$ cat config.mk
export PLATFORM = sky130hd
export DESIGN_NAME = writeback_m
export DESIGN_NICKNAME = d
export VERILOG_FILES = /design/src/rtl/writeback_m.sv
export SDC_FILE = /design/constraint.sdc
export NUM_CORES = 1
export LEC_CHECK = 0
export CORE_MARGIN = 2
export CORE_UTILIZATION = 29
export CTS_CLUSTER_SIZE = 40
export DETAILED_ROUTE_END_ITERATION = 8
export PLACE_DENSITY_LB_ADDON = 0.25
export SLEW_MARGIN = 10
export SYNTH_ARGS = -nofsm -noshare
export SYNTH_HDL_FRONTEND = slang
export SYNTH_SLANG_ARGS = --single-unit
export TNS_END_PERCENT = 50
$ cat constraint.sdc
create_clock -name clk -period 3.5 [get_ports clk]
set_input_delay 0.7 -clock clk [delete_from_list [all_inputs] [get_ports clk]]
set_output_delay 0.7 -clock clk [all_outputs]
set_load 0.005 [all_outputs]
$ cat src/rtl/writeback_m.sv
// Register-file write-side controller: in-order result queue fed by load/ALU handshakes,
// drained one entry per cycle into the single write port, with pending-write busy flags.
module writeback_m #(
    parameter int DEPTH = 4
) (
    input  logic                       clk,
    input  logic                       rst_n,
    input  logic                       mem_valid,
    output logic                       mem_ready,
    input  logic [31:0]                mem_data,
    input  logic [4:0]                 mem_rd,
    input  logic                       alu_valid,
    output logic                       alu_ready,
    input  logic [31:0]                alu_data,
    input  logic [4:0]                 alu_rd,
    output logic [31:0]                writeData,
    output logic [4:0]                 writeRegister,
    output logic                       RegWrite,
    input  logic [4:0]                 register1,
    input  logic [4:0]                 register2,
    output logic                       busy1,
    output logic                       busy2,
    output logic [$clog2(DEPTH):0]     count
);
    localparam int PW = $clog2(DEPTH);
    localparam int CW = PW + 1;

    logic [31:0]   data_q [DEPTH];
    logic [4:0]    rd_q   [DEPTH];
    logic [PW-1:0] head;
    logic [PW-1:0] tail;
    logic          full;
    logic          mem_fire;
    logic          alu_fire;
    logic [4:0]    in_rd;
    logic [31:0]   in_data;
    logic          push;
    logic          pop;

    // Handshake: a transfer completes on a cycle where valid and ready are both high at
    // the rising edge. Ready depends only on the registered count and on mem_valid (load
    // priority), never on the same-cycle pop, so at most one result is taken per cycle.
    assign full      = (count == CW'(DEPTH));
    assign mem_ready = !full;
    assign alu_ready = !full && !mem_valid;
    assign mem_fire  = mem_valid && mem_ready;
    assign alu_fire  = alu_valid && alu_ready;
    assign in_rd     = mem_fire ? mem_rd   : alu_rd;
    assign in_data   = mem_fire ? mem_data : alu_data;

    // Writes to register 0 complete the handshake but are dropped here.
    assign push = (mem_fire || alu_fire) && (in_rd != 5'd0);
    assign pop  = (count != '0);

    always_ff @(posedge clk) begin
        if (push) begin
            data_q[tail] <= in_data;
            rd_q[tail]   <= in_rd;
        end
    end

    always_ff @(posedge clk or negedge rst_n) begin
        if (!rst_n) begin
            head          <= '0;
            tail          <= '0;
            count         <= '0;
            RegWrite      <= 1'b0;
            writeData     <= '0;
            writeRegister <= '0;
        end else begin
            RegWrite <= pop;
            if (pop) begin
                writeData     <= data_q[head];
                writeRegister <= rd_q[head];
                head          <= head + PW'(1);
            end
            if (push) begin
                tail <= tail + PW'(1);
            end
            case ({push, pop})
                2'b10:   count <= count + CW'(1);
                2'b01:   count <= count - CW'(1);
                default: count <= count;
            endcase
        end
    end

    // Only entries still in the queue count; the one on the output registers is committing now.
    always_comb begin
        logic [PW-1:0] idx;
        busy1 = 1'b0;
        busy2 = 1'b0;
        idx   = '0;
        for (int i = 0; i < DEPTH; i++) begin
            idx = head + PW'(i);
            if (CW'(i) < count) begin
                if ((register1 != 5'd0) && (rd_q[idx] == register1)) busy1 = 1'b1;
                if ((register2 != 5'd0) && (rd_q[idx] == register2)) busy2 = 1'b1;
            end
        end
    end
endmodule

==> out/results.tsv, run 1 <==
metric	value	unit
status	finished, final reports clean	
wl_per_cell	18.4	microns
antenna_found_initial	0	
clockBufferDepth	2	
num_vias	4871	
die_x	177	microns
clk_pin_slew_worst_paths	80	ps
drtPass1Iterations	4	
rrSetupSlack	230	ps
htreeDepth	4	
crit_end	busy1	
synth_commonest_cells	edfxtp_1 (148), mux2_2 (74), dfrtp_1 (45)	
synthArstFlopShare	23.3	%
gp_congestion	0.811	
synth_top_cell_by_area	edfxtp_1	
ys.flop_type	edfxtp_1	
ys_seq_elements	193	
crit_start	head[1]	
critPathMaxFanout	5	
syn-instance-count	508	
nNetsFinal	766	
path_cells	buf_12 -> buf_12 -> mux2i_4 -> buf_4 -> xnor2_2 -> nor2_1 -> a22oi_2 -> o22ai_2 -> a211oi_1 -> nor4_1 -> dlygate4sd2_1	
required	2800	ps
start_util	29.4	%
rr_endpoint	rd_q[3][0]	
worstSetupPathType	reg -> out	
grt-ovfl-total	0	
maxCapViolations	0	
min_path_type	in -> async	
slew_violations	0	
grt_setup_unrepaired	yes	
placed_cell_area	0.0107	sq mm
final_layout_size_suffix_gt1_share	31.5	%
synth.area.mux_share	22.0	%
core.rowCount	63	
cp.depth	11	
final.setup.worst_slack	77.1	ps
power.leakage	3.98	nW
timing.hold.ws	358	ps
cp-start-kind	register	
postSynthAreaPerCell	17.1	sq um
ys_types	42	
crit_arrival	2720	ps
area_growth	31.6	%
synth_xor_xnor_area_share	5.43	%
cts-buffers-inserted	17	
grt_pass1_wl	30300	microns
ios	133	
syn_area	0.00871	sq mm
clk_latency	430	ps
fin_crit	3420	ps
ys_seq_area_share	64.0	%
yosys.area.top_type_share	51.0	%
crit_buf_inv	4	
viasPerCell	4.54	
worstMarginPinSlew	1120	ps
pre_cts_slack	-161	ps
post-route-period-util	97.8	%
multi_input_area	0.00305	sq mm
r2r_start	count[1]	
power_density	874	mW/mm^2
synth_top_family_by_area	multiplexers	
cts_tree	yes	
irDropWorstVdd	0.389	mV
die-height	177	microns
max_stage_delay	510	ps
synth_fa_ha_area_share	1.29	%
wl	19700	microns
synth_warnings	0	
port-buffer-count	132	
reg2reg_depth	8	
postRouteAntennaNets	0	
fillers	2794	
synth_edf_count	148	
cp_common_cell	buf_12	
register_area	0.00558	sq mm
finClkSkew	19.3	ps
synthTopCellsByArea	edfxtp_1 (51%), dfrtp_1 (13%), mux2_2 (9.6%)	
syn_nets	605	
hold_viol	0	
fin_area	0.0115	sq mm
numClockSinks	193	
cp_slowest_cell	dfrtp_4	
diodes	0	
relSlewSlack	25.3	%
grt_util_all_layers	12.9	%
grt_pass1_vias	5252	
fp.dieArea	0.0314	sq mm
setup_viol_count_final	0	
synth_compound_gate_area_share	1.84	%
drtIter0Drc	174	
critPathCaptureType	primary output	
post-synth-top-count-cell	edfxtp_1	
dp_hpwl	13300	microns
timing.fmax	292	MHz
fin_total_pwr	10.0	mW
coreArea	0.0296	sq mm
critPathTopFamily	buffers and inverters	
cts-root-buf	clkbuf_16	
drc	0	
synth-simple-area-share	3.33	%
grt_max_degree	38	
layout make-up:
cell class | instances | share of cell area, %
Timing Repair Buffer | 173 | 14.7
Tap cell | 390 | 4.26
Sequential cell | 193 | 48.7
Inverter | 8 | 0.262
Multi-Input combinational cell | 276 | 26.6
Clock inverter | 15 | 1.77
Clock buffer | 17 | 3.71
metal layers:
metal | GRT usage, % | part of all wire (%) | up-vias
li1 | - | - | 2262
met1 | 16.5 | 44 | 2490
met2 | 22.2 | 51 | 112
met3 | 3.16 | 4.4 | 7
met4 | 2.66 | 0.61 | 0
met5 | 0 | 0 | -
where the power goes:
part	switching, mW	internal [mW]	leakage (nW)
combinational	1.93	2.25	1.78
sequential	0.378	3.44	1.89
clock	0.968	1.05	0.305
total	3.27	6.74	3.98
cell families after synthesis:
family                   Yosys count
adder cells (fa/ha/maj)            9
XOR/XNOR                          54
flip-flops                       193
AND/OR/NAND/NOR                   54
multiplexers                     134
buffers and inverters             39
AO/OA/AOI/OAI                     25
registers in the layout, indices dropped and copies added, names as in the netlist:
signal	cells
writeRegister	5
RegWrite	1
writeData	32
tail	2
data_q	128
head	2
rd_q	20
count	3
layout by cell type (no fill, tap or decap), types with 2 or more instances in the layout:
master	instances
buf_12	5
mux4_2	32
o21ai_0	4
mux2_2	74
inv_1	8
or4_1	2
mux2i_4	8
nor4_1	4
mux2i_2	8
nor3_2	3
clkinv_8	4
xor2_1	14
buf_2	2
a21oi_1	10
and2_2	5
ha_1	9
inv_8	4
inv_6	3
clkbuf_16	17
dfrtp_4	2
clkdlybuf4s50_1	129
dfrtp_1	43
buf_4	36
nor3_1	5
nand4_1	4
inv_12	2
nor2_1	15
nand2_1	10
mux2i_1	11
edfxtp_1	148
xnor2_1	39
worst min-delay path by stage:
stage,start,to,slack [ps],cells past startpoint
floorplan,rst_n,RegWrite,400,0
global placement,writeData[18],writeData[18],490,1
detailed placement,writeData[6],writeData[6],500,1
CTS,rst_n,writeData[13],380,1
global route,rst_n,writeData[13],410,1
finish,rst_n,writeData[13],360,1
metrics by stage:
step,util (%),instances,setup TNS [ps]
floorplan,-,508,0
global placement,36.0,1035,-303
detailed placement,36.0,1035,-280
CTS,38.5,1072,0
global route,38.7,1072,-93.1
finish,38.7,1072,0
what timing repair did:
action	4_1_cts	5_1_grt
hold buffers	0	0
endpoints found under the setup margin	2	2
buffers inserted	5	0
gates resized for setup	13	9
pin swaps	4	4
Power figures use the tool's default switching activity.
==> run 2, diff against run 1 <==
REMOVE_ABC_BUFFERS = 1   (was unset)
==> run 2 against run 1 <==
First-iteration DRC count is 18% higher. Largest power group unchanged. Core utilization is essentially flat. Via count up 2.5%. Combinational power grew 3%. Die area unchanged. Clock skew fell by 2.6 ps. Clock power fell by 7%. Final area down 0.12%. Sequential share of layout area is 0.059 points higher.
==> out/results.tsv, run 2 (synthesis results as in run 1) <==
metric	value	unit	change
fp.dieArea	0.0314	sq mm	unchanged
final.setup.worst_slack	121	ps	+44.3 ps
antenna_found_initial	0		unchanged
htreeDepth	4		unchanged
clockBufferDepth	2		unchanged
largest_register_ffs	128		unchanged
final_common_cell	edfxtp_1		
status	finished, final reports clean		
drc	0		unchanged
netSwitchingFraction	33.1	%	+0.42 points
die-height	177	microns	unchanged
dp_hpwl	14000	microns	+4.8%
min_path_type	in -> async		
power.leakage	3.97	nW	-0.19%
clk_latency	430	ps	about the same
placed_cell_area	0.0108	sq mm	+0.80%
worstSetupPathType	reg -> out		
drtPass1Iterations	4		unchanged
cp-start-kind	register		
cts-buffers-inserted	17		unchanged
grt_pass1_vias	5461		+4.0%
postRouteAntennaNets	0		unchanged
gp_congestion	0.769		-5.1%
power_density	872	mW/mm^2	-0.14%
seqPwrFrac	38.0	%	about the same
core.rowCount	63		unchanged
pwr-share-comb	43.1	%	+1.4 points
worstMarginPinSlew	1050	ps	-67.2 ps
diodes	0		unchanged
crit_buf_inv	2		-2
clk_pin_slew_worst_paths	70	ps	about the same
relSlewSlack	29.8	%	+4.5 points
r2r_start	count[0]		
grt-ovfl-total	0		unchanged
start_util	29.4	%	unchanged
required	2800	ps	about the same
critPathCaptureType	primary output		
grt_setup_unrepaired	no		
cts-root-buf	clkbuf_16		
pwr-share-clk	18.9	%	-1.3 points
final_cell_mix	edfxtp_1 (148), clkdlybuf4s50_1 (129), mux2_2 (74)		
max_stage_delay	510	ps	about the same
maxCapViolations	0		unchanged
hold_viol	0		unchanged
power_switching	3.31	mW	+1.0%
fin_area	0.0114	sq mm	-0.12%
die_x	177	microns	unchanged
timing.fmax	296	MHz	+1.3%
p_int	6.68	mW	-0.89%
path_cells	buf_6 -> mux2i_4 -> mux2i_2 -> xnor2_1 -> nand2_1 -> o41a_1 -> o211a_4 -> nor4b_4 -> buf_2		
port-buffer-count	132		unchanged
drtIter0Drc	205		+18%
wl	20800	microns	+5.6%
irDropWorstVdd	0.326	mV	-16%
setup_viol_count_final	0		unchanged
wl_per_cell	19.3	microns	+5.0%
nNetsFinal	772		+0.78%
post-route-period-util	96.5	%	-1.3 points
area_growth	31.4	%	
final_layout_size_suffix_gt1_share	31.8	%	+0.31 points
pre_cts_slack	-175	ps	-14.9 ps
fillers	2837		+1.5%
fin_total_pwr	9.98	mW	-0.26%
ios	133		unchanged
critPathTopFamily	compound AO/OA/AOI/OAI gates		
crit_start	head[1]		
numClockSinks	193		unchanged
reg_top3	data_q (128), writeData (32), rd_q (20)		
finish.utilization	38.6	%	-0.046 points
grt_max_degree	36		-5.3%
num_vias	4994		+2.5%
grt_pass1_wl	31900	microns	+5.3%
cp_slowest_cell	dfrtp_4		
critPathMaxFanout	5		unchanged
top_register	data_q		
finClkSkew	16.8	ps	-2.56 ps
coreArea	0.0296	sq mm	unchanged
fin_crit	3380	ps	-44.3 ps
slew_violations	0		unchanged
viasPerCell	4.63		+2.0%
grt_util_all_layers	13.7	%	+0.81 points
cts_tree	yes		
crit_arrival	2680	ps	-40 ps
## run 2: cell count changes in the layout (fill, tap and decap cells not counted), sizes merged
cell / previous run / this run
clkinv: 5 / 7
clkinvlp: 0 / 3
inv: 17 / 13
bufinv: 1 / 0
dlygate4sd2: 1 / 0
buf: 43 / 50
## run 2: layout make-up
| cell class | count | area (sq um) | area share, % |
|---|---|---|---|
| Tap cell | 390 | 488 | 4.26 |
| Multi-Input combinational cell | 276 | 3040 | 26.6 |
| Timing Repair Buffer | 179 | 1730 | 15.1 |
| Inverter | 8 | 30.0 | 0.262 |
| Sequential cell | 193 | 5580 | 48.7 |
| Clock buffer | 17 | 425 | 3.72 |
| Clock inverter | 15 | 150 | 1.31 |
## run 2: worst reg2reg max path: stages, from the launching register on
cell and delay, ps:
dfrtp_1 540, inv_1 160, ha_1 290, nand2_1 120, and2_2 340, mux2i_1 440, a31oi_1 140, buf_4 190
and2_2 330, buf_12 250
## run 2: power by group through the flow
stage	Clock, mW	Sequential, mW	Combinational (mW)
2_1_floorplan	0	3.97	2.29
3_3_place_gp	0	3.82	4.20
3_5_place_dp	0	3.86	4.26
4_1_cts	1.95	3.81	4.36
5_1_grt	2.03	3.89	4.68
6_report	1.88	3.79	4.31
## run 2: metrics by stage
step / TNS [ps] / instances / hold WS (ps)
6_report: 0 / 1078 / 458
5_1_grt: 0 / 1078 / 529
4_1_cts: 0 / 1078 / 487
3_5_place_dp: -325 / 1043 / 499
3_3_place_gp: -263 / 1043 / 494
2_1_floorplan: -58100 / 477 / 404
## run 2: metal layers
layer  track usage, %  routed length, microns
met1             18.0                    9410
met5                0                       0
met3             2.68                     826
met4             3.69                     261
met2             23.2                   10300
## run 2: final timing paths
check	endpoint	slack, ps	cells past startpoint
worst max-delay path	busy2	120	9
worst min-delay path	writeData[24]	460	1
worst max register to register	data_q[3][9]	410	9
worst min register to register	writeData[1]	510	1
max in group asynchronous	head[1]	2260	1
min in group clk	writeData[1]	510	1
## run 2: repair_timing
action	4_1_cts	5_1_grt
setup endpoints to repair	2	2
hold buffers	0	0
pin swaps	1	3
resized for setup	13	12
endpoints found under the hold margin	0	0
buffers inserted	3	0
==> run 3, diff against run 2 <==
SLEW_MARGIN = unset   (was 10)
==> results of run 3 <==
No change in the layout: final DEF, timing and power equal those of run 2.
